--- src/rtl/greater_sweep_pkg.sv ---
// Shared definitions for the greater_sweep stimulus/capture stage:
// FSM state encodings and the default operand width and hold time.
package greater_sweep_pkg;

  typedef enum logic [1:0] {
    ST_IDLE   = 2'd0,
    ST_DRIVE  = 2'd1,
    ST_SAMPLE = 2'd2,
    ST_DONE   = 2'd3
  } state_t;

  localparam int DEF_WIDTH = 2;
  localparam int DEF_HOLD  = 1;

endpackage

--- src/rtl/hold_timer.sv ---
// Settle timer: cleared by load, counts while enabled, and flags expire
// once it has reached HOLD-1 (so an enabled window lasts HOLD cycles).
module hold_timer #(
  parameter int HOLD = 1
) (
  input  logic clk,
  input  logic rst,
  input  logic load,
  input  logic en,
  output logic expire
);

  localparam int CW = (HOLD > 1) ? $clog2(HOLD) : 1;
  localparam logic [CW-1:0] LAST = CW'(HOLD - 1);
  localparam logic [CW-1:0] ONE  = CW'(1);

  logic [CW-1:0] cnt;

  assign expire = (cnt == LAST);

  // Saturates at HOLD-1 so a stalled enable never wraps the count.
  always_ff @(posedge clk or posedge rst) begin
    if (rst) begin
      cnt <= '0;
    end else if (load) begin
      cnt <= '0;
    end else if (en && !expire) begin
      cnt <= cnt + ONE;
    end
  end

endmodule

--- src/rtl/greater_sweep.sv ---
// Walks every {a,b} operand pair into an external `greater' comparator and
// captures its answers as a truth table plus a count of ones.
// Optional feature macro: GREATER_SWEEP_SELF_CHECK_EN (mismatch_o, fail_idx_o).
module greater_sweep
  import greater_sweep_pkg::*;
#(
  parameter  int WIDTH = DEF_WIDTH,
  parameter  int HOLD  = DEF_HOLD,
  localparam int IW    = 2 * WIDTH,
  localparam int N     = 1 << IW
) (
  input  logic             clk,
  input  logic             rst,
  input  logic             start,
  output logic [WIDTH-1:0] a_o,
  output logic [WIDTH-1:0] b_o,
  input  logic             gt_i,
  output logic             busy,
  output logic             done,
  output logic [N-1:0]     table_o,
  output logic [IW:0]      count_o
`ifdef GREATER_SWEEP_SELF_CHECK_EN
  ,
  output logic             mismatch_o,
  output logic [IW-1:0]    fail_idx_o
`endif
);

  localparam logic [IW-1:0] IDX_ONE = IW'(1);
  localparam logic [IW-1:0] IDX_MAX = '1;

  state_t          state, state_n;
  logic [IW-1:0]   idx, idx_n;
  logic [N-1:0]    table_n;
  logic [IW:0]     count_n;
  logic            busy_n, done_n;
  logic            expire;

  assign a_o = idx[IW-1:WIDTH];
  assign b_o = idx[WIDTH-1:0];

  hold_timer #(.HOLD(HOLD)) u_timer (
    .clk    (clk),
    .rst    (rst),
    .load   (state != ST_DRIVE),
    .en     (state == ST_DRIVE),
    .expire (expire)
  );

`ifdef GREATER_SWEEP_SELF_CHECK_EN
  logic            mismatch_n;
  logic [IW-1:0]   fail_idx_n;
`endif

  // Next-state and next-output logic; everything holds unless a state acts.
  always_comb begin
    state_n = state;
    idx_n   = idx;
    table_n = table_o;
    count_n = count_o;
    busy_n  = busy;
    done_n  = done;
`ifdef GREATER_SWEEP_SELF_CHECK_EN
    mismatch_n = mismatch_o;
    fail_idx_n = fail_idx_o;
`endif
    case (state)
      ST_IDLE, ST_DONE: begin
        if (start) begin
          state_n = ST_DRIVE;
          idx_n   = '0;
          table_n = '0;
          count_n = '0;
          busy_n  = 1'b1;
          done_n  = 1'b0;
`ifdef GREATER_SWEEP_SELF_CHECK_EN
          mismatch_n = 1'b0;
          fail_idx_n = '0;
`endif
        end
      end
      ST_DRIVE: begin
        if (expire) state_n = ST_SAMPLE;
      end
      ST_SAMPLE: begin
        table_n[idx] = gt_i;
        count_n      = count_o + {{IW{1'b0}}, gt_i};
`ifdef GREATER_SWEEP_SELF_CHECK_EN
        if (gt_i != (a_o > b_o)) begin
          mismatch_n = 1'b1;
          if (!mismatch_o) fail_idx_n = idx;
        end
`endif
        if (idx == IDX_MAX) begin
          state_n = ST_DONE;
          busy_n  = 1'b0;
          done_n  = 1'b1;
        end else begin
          idx_n   = idx + IDX_ONE;
          state_n = ST_DRIVE;
        end
      end
      default: state_n = ST_IDLE;
    endcase
  end

  // All outputs are registered; reset discards any partial sweep.
  always_ff @(posedge clk or posedge rst) begin
    if (rst) begin
      state   <= ST_IDLE;
      idx     <= '0;
      table_o <= '0;
      count_o <= '0;
      busy    <= 1'b0;
      done    <= 1'b0;
`ifdef GREATER_SWEEP_SELF_CHECK_EN
      mismatch_o <= 1'b0;
      fail_idx_o <= '0;
`endif
    end else begin
      state   <= state_n;
      idx     <= idx_n;
      table_o <= table_n;
      count_o <= count_n;
      busy    <= busy_n;
      done    <= done_n;
`ifdef GREATER_SWEEP_SELF_CHECK_EN
      mismatch_o <= mismatch_n;
      fail_idx_o <= fail_idx_n;
`endif
    end
  end

endmodule

--- config.mk ---
export PLATFORM = sky130hd
export DESIGN_NAME = greater_sweep
export DESIGN_NICKNAME = d
export VERILOG_FILES = /design/src/rtl/greater_sweep_pkg.sv /design/src/rtl/hold_timer.sv /design/src/rtl/greater_sweep.sv
export SDC_FILE = /design/constraint.sdc
export NUM_CORES = 1
export LEC_CHECK = 0
export BUFFER_PORTS_ARGS = -buffer_cell sky130_fd_sc_hd__buf_2
export CAP_MARGIN = 0
export CORE_MARGIN = 5
export CORE_UTILIZATION = 55
export DETAILED_ROUTE_END_ITERATION = 8
export MAX_ROUTING_LAYER = met4
export PLACE_DENSITY = 0.79
export SYNTH_ARGS = -nofsm -noshare
export SYNTH_HDL_FRONTEND = slang
export SYNTH_HIERARCHICAL = 1
export SYNTH_SLANG_ARGS = --single-unit
--- constraint.sdc ---
create_clock -name clk -period 5 [get_ports clk]
set_input_delay 0.5 -clock clk [delete_from_list [all_inputs] [get_ports clk]]
set_output_delay 0.5 -clock clk [all_outputs]
set_load 0.01 [all_outputs]
==> run_results.csv <==
group,metric,value,unit
min_path,hp-class,"reg -> reg",
setup_path,arrival,2.39,ns
yosys,yosys-top-cells-count,"dfrtp_1, inv_1, a21oi_1, nand2_1, o22ai_1",
setup_path,crit_fanout,27,
sta,final-setup-viol-count,0,
sta,slew_headroom,26.62,%
grt,grt_first_pass_wirelength,5.851,mm
setup_path,timing.critical_path.from,"state[0]",
yosys,syn-cell-area,1678,µm²
yosys,synth-seq-cells,30,
detailed_routing,mean_routed_wirelength_per_cell,14.70,µm
layout,final.fill_count,260,
grt,grt_usage,18.08,%
layout,design.final.nets,214,
layout,antenna-diode-count,0,
yosys,dominant_cell_by_count_in_the_synthesized_netlist,"dfrtp_1",
grt,antenna_found_initial,0,
yosys,post_synthesis_sequential_area_ratio,44.74,%
clock_network,clock_insertion_delay_worst_skew,0.33,ns
setup_path,timing.critical_path.slowest_stage_cell,"mux2i_4",
sta,timing.final.crit_share,43.48,%
sta,final_critical_path_setup_slack,2.826,ns
floorplanning,placement_rows,20,
setup_path,timing.rr.end,"count_o[4]",
place,gp_congestion,0.7615,
floorplanning,chipWidth,65.23,µm
sta,worst_pin_slew,1.099,ns
clock_network,htreeDepth,2,
clock_network,cts_tree,"built",
floorplanning,dieArea,4255,µm²
power_and_ir_drop,fin_total_pwr,0.7723,mW
clock_network,root_buffer,"clkbuf_4",
sta,rsz0062_at_grt,"no",
clock_network,clock_pin_slew_worst_setup_and_hold_paths,0.09,ns
detailed_routing,detailedRoute.firstPassIterationCount,4,
detailed_routing,remaining_drc_errors,0,
sta,finalWorstPathRequiredPeriod,2.174,ns
setup_path,critical_path.top_delay_family,"multiplexers",
floorplanning,ios,31,
setup_path,worst-endpoint-required,5.22,ns
setup_path,cp.buffers_inverters,1,
sta,clock_skew,0.006017,ns
setup_path,worstSetupEndpointType,"register",
power_and_ir_drop,ir_worst_vdd,268.8,µV
power_and_ir_drop,power_per_cell_area,413.2,nW/µm²
layout,post_route_cells_drive_above_1_share,23.27,%
detailed_routing,routed_wl,3.454,mm
setup_path,critical_path.endpoint,"count_o[4]",
yosys,synth_cells,174,
grt,grt_overflow_total,0,
place,place.port_buffers,30,
clock_network,cts_sinks,30,
floorplanning,chipHeight,65.23,µm
clock_network,clk_path_buf_depth,2,
sta,hold_violations,0,
yosys,synth_edf_count,0,
sta,setup_tns,0,ns
grt,grt_max_degree,42,
clock_network,postCtsSetupBuffers,0,
yosys,async_flop_share,100.0,%
yosys,mappedNetlistNets,187,
detailed_routing,vias_per_cell,5.872,
setup_path,kind_of_launch_point_of_the_worst_setup_path,"register",
setup_path,regToRegStartpoint,"state[0]",
yosys,synth_area_per_cell,9.643,µm²
layout,synthToLayoutAreaGrowth,11.41,%
yosys,synth_area_leaders,"dfrtp_1, ha_1, o22ai_1",
detailed_routing,drt.antenna.violating_nets,0,
detailed_routing,dr_total_vias,1380,
yosys,cell_taking_the_most_area_after_synthesis,"dfrtp_1",
clock_network,cts-buffers-inserted,5,
setup_path,critical_path.cell_chain,"inv_1 > ha_1 > mux2i_4 > nor4b_2 > a211o_2",
yosys,synth_cell_types,37,
job,max_cap_violations,0,
status,outcome,"finished, final reports clean",
detailed_routing,drt-initial-drc-count,119,
setup_path,regToRegSetupSlack,2.83,ns
floorplanning,core,2978,µm²
setup_path,cp_slowest_stage_delay,0.73,ns
power_and_ir_drop,leakagePower,0.8992,nW
yosys,synthFlopType,"dfrtp_1",
place,post-dp-hpwl,2.367,mm
setup_path,length_in_cells_of_the_worst_reg_to_reg_path,5,
yosys,ys_warn_count,6,
floorplanning,starting_utilization_of_the_core_area,56.34,%
grt,grt_pass1_vias,1309,
place,placement.setup.worst_slack,2.854,ns
setup_path,worstSetupPathDepth,5,
sta,finalMaxSlewViolations,0,
setup_path,critPathKind,"reg -> reg",
yosys,synth_top_cell_area_share,44.74,%
sta,max_freq,0.4600,GHz
## sequential cells by signal (all words and copies together), names as in the netlist
register     cells
count_o          5
done             1
table_o         16
busy             1
idx              4
u_timer/cnt      1
state            2
## kinds of logic (layout without fill, tap and decap cells)
| group | Yosys count | after routing | synth area share, % |
|---|---|---|---|
| AND/OR/NAND/NOR | 53 | 53 | 18.87 |
| buffers and inverters | 33 | 61 | 9.322 |
| multiplexers | 3 | 3 | 2.610 |
| AO/OA/AOI/OAI | 46 | 46 | 17.75 |
| adder cells (fa/ha/maj) | 9 | 9 | 6.712 |
| flip-flops | 30 | 30 | 44.74 |
## final cells by class
class | instances | area (µm²) | area share, %
clock buffers | 7 | 55.05 | 2.945
multi-input cells | 111 | 770.7 | 41.23
well taps | 33 | 41.29 | 2.209
flip-flops and latches | 30 | 750.7 | 40.16
clock inverters | 1 | 5.005 | 0.2677
repair buffers | 32 | 167.7 | 8.969
inverters | 21 | 78.83 | 4.217
## worst min path at each step
stage                           from     endpoint  slack, ns  depth (start not counted)
final                     table_o[4]   table_o[4]       0.52                          2
after global routing            gt_i  table_o[15]       0.53                          3
after CTS                       gt_i   table_o[3]       0.52                          3
after detailed placement         rst  u_timer/cnt       0.34                          2
after global placement           rst  u_timer/cnt       0.34                          2
after floorplan                  rst  u_timer/cnt       0.23                          1
## tightest hold or removal path: cells and delay by family (launching register included)
family	cells	cell delay, ns
buffers and inverters	1	0.05
DFF	1	0.38
AOI/OAI and AO/OA	1	0.05
## cell usage in the layout, fill, tap and decap left out, types with 2 or more instances in the layout
cell	instances
nand3b_1	6
buf_2	30
or3b_2	3
a32o_1	2
nand2b_1	2
o21ai_0	4
o211ai_1	5
nand2_1	13
nor2_1	4
inv_1	21
o22ai_1	13
and3_1	2
clkbuf_4	5
ha_1	9
a21oi_1	15
and3b_1	2
dfrtp_1	30
nand3_1	11
nand4_1	5
## metal layers
layer,vias up,wire (µm),GRT usage (%)
met3,5,153,4.274
met2,36,1733,30.34
met5,-,0,-
met4,0,52,8.031
met1,658,1516,20.55
li1,681,-,-
## where the power goes
| group | switching, mW | internal, mW | leakage [nW] |
|---|---|---|---|
| Clock | 0.0808 | 0.0680 | 0.0353 |
| Sequential | 0.0234 | 0.267 | 0.408 |
| Combinational | 0.212 | 0.121 | 0.456 |
## repair_timing
action | 4_1_cts | 5_1_grt
hold buffers | 1 | 0
hold endpoints to repair | 1 | 0
resized for setup | 0 | 0
## through the flow
step           cells  utilization (%)  area (µm²)  hold WS, ns
2_1_floorplan    174                -        1678       0.2287
3_3_place_gp     226            60.42        1799       0.3431
3_5_place_dp     226            60.42        1799       0.3442
4_1_cts          235            62.77        1869       0.5158
5_1_grt          235            62.77        1869       0.5261
6_report         235            62.77        1869       0.5161
Power figures use the tool's default switching activity.
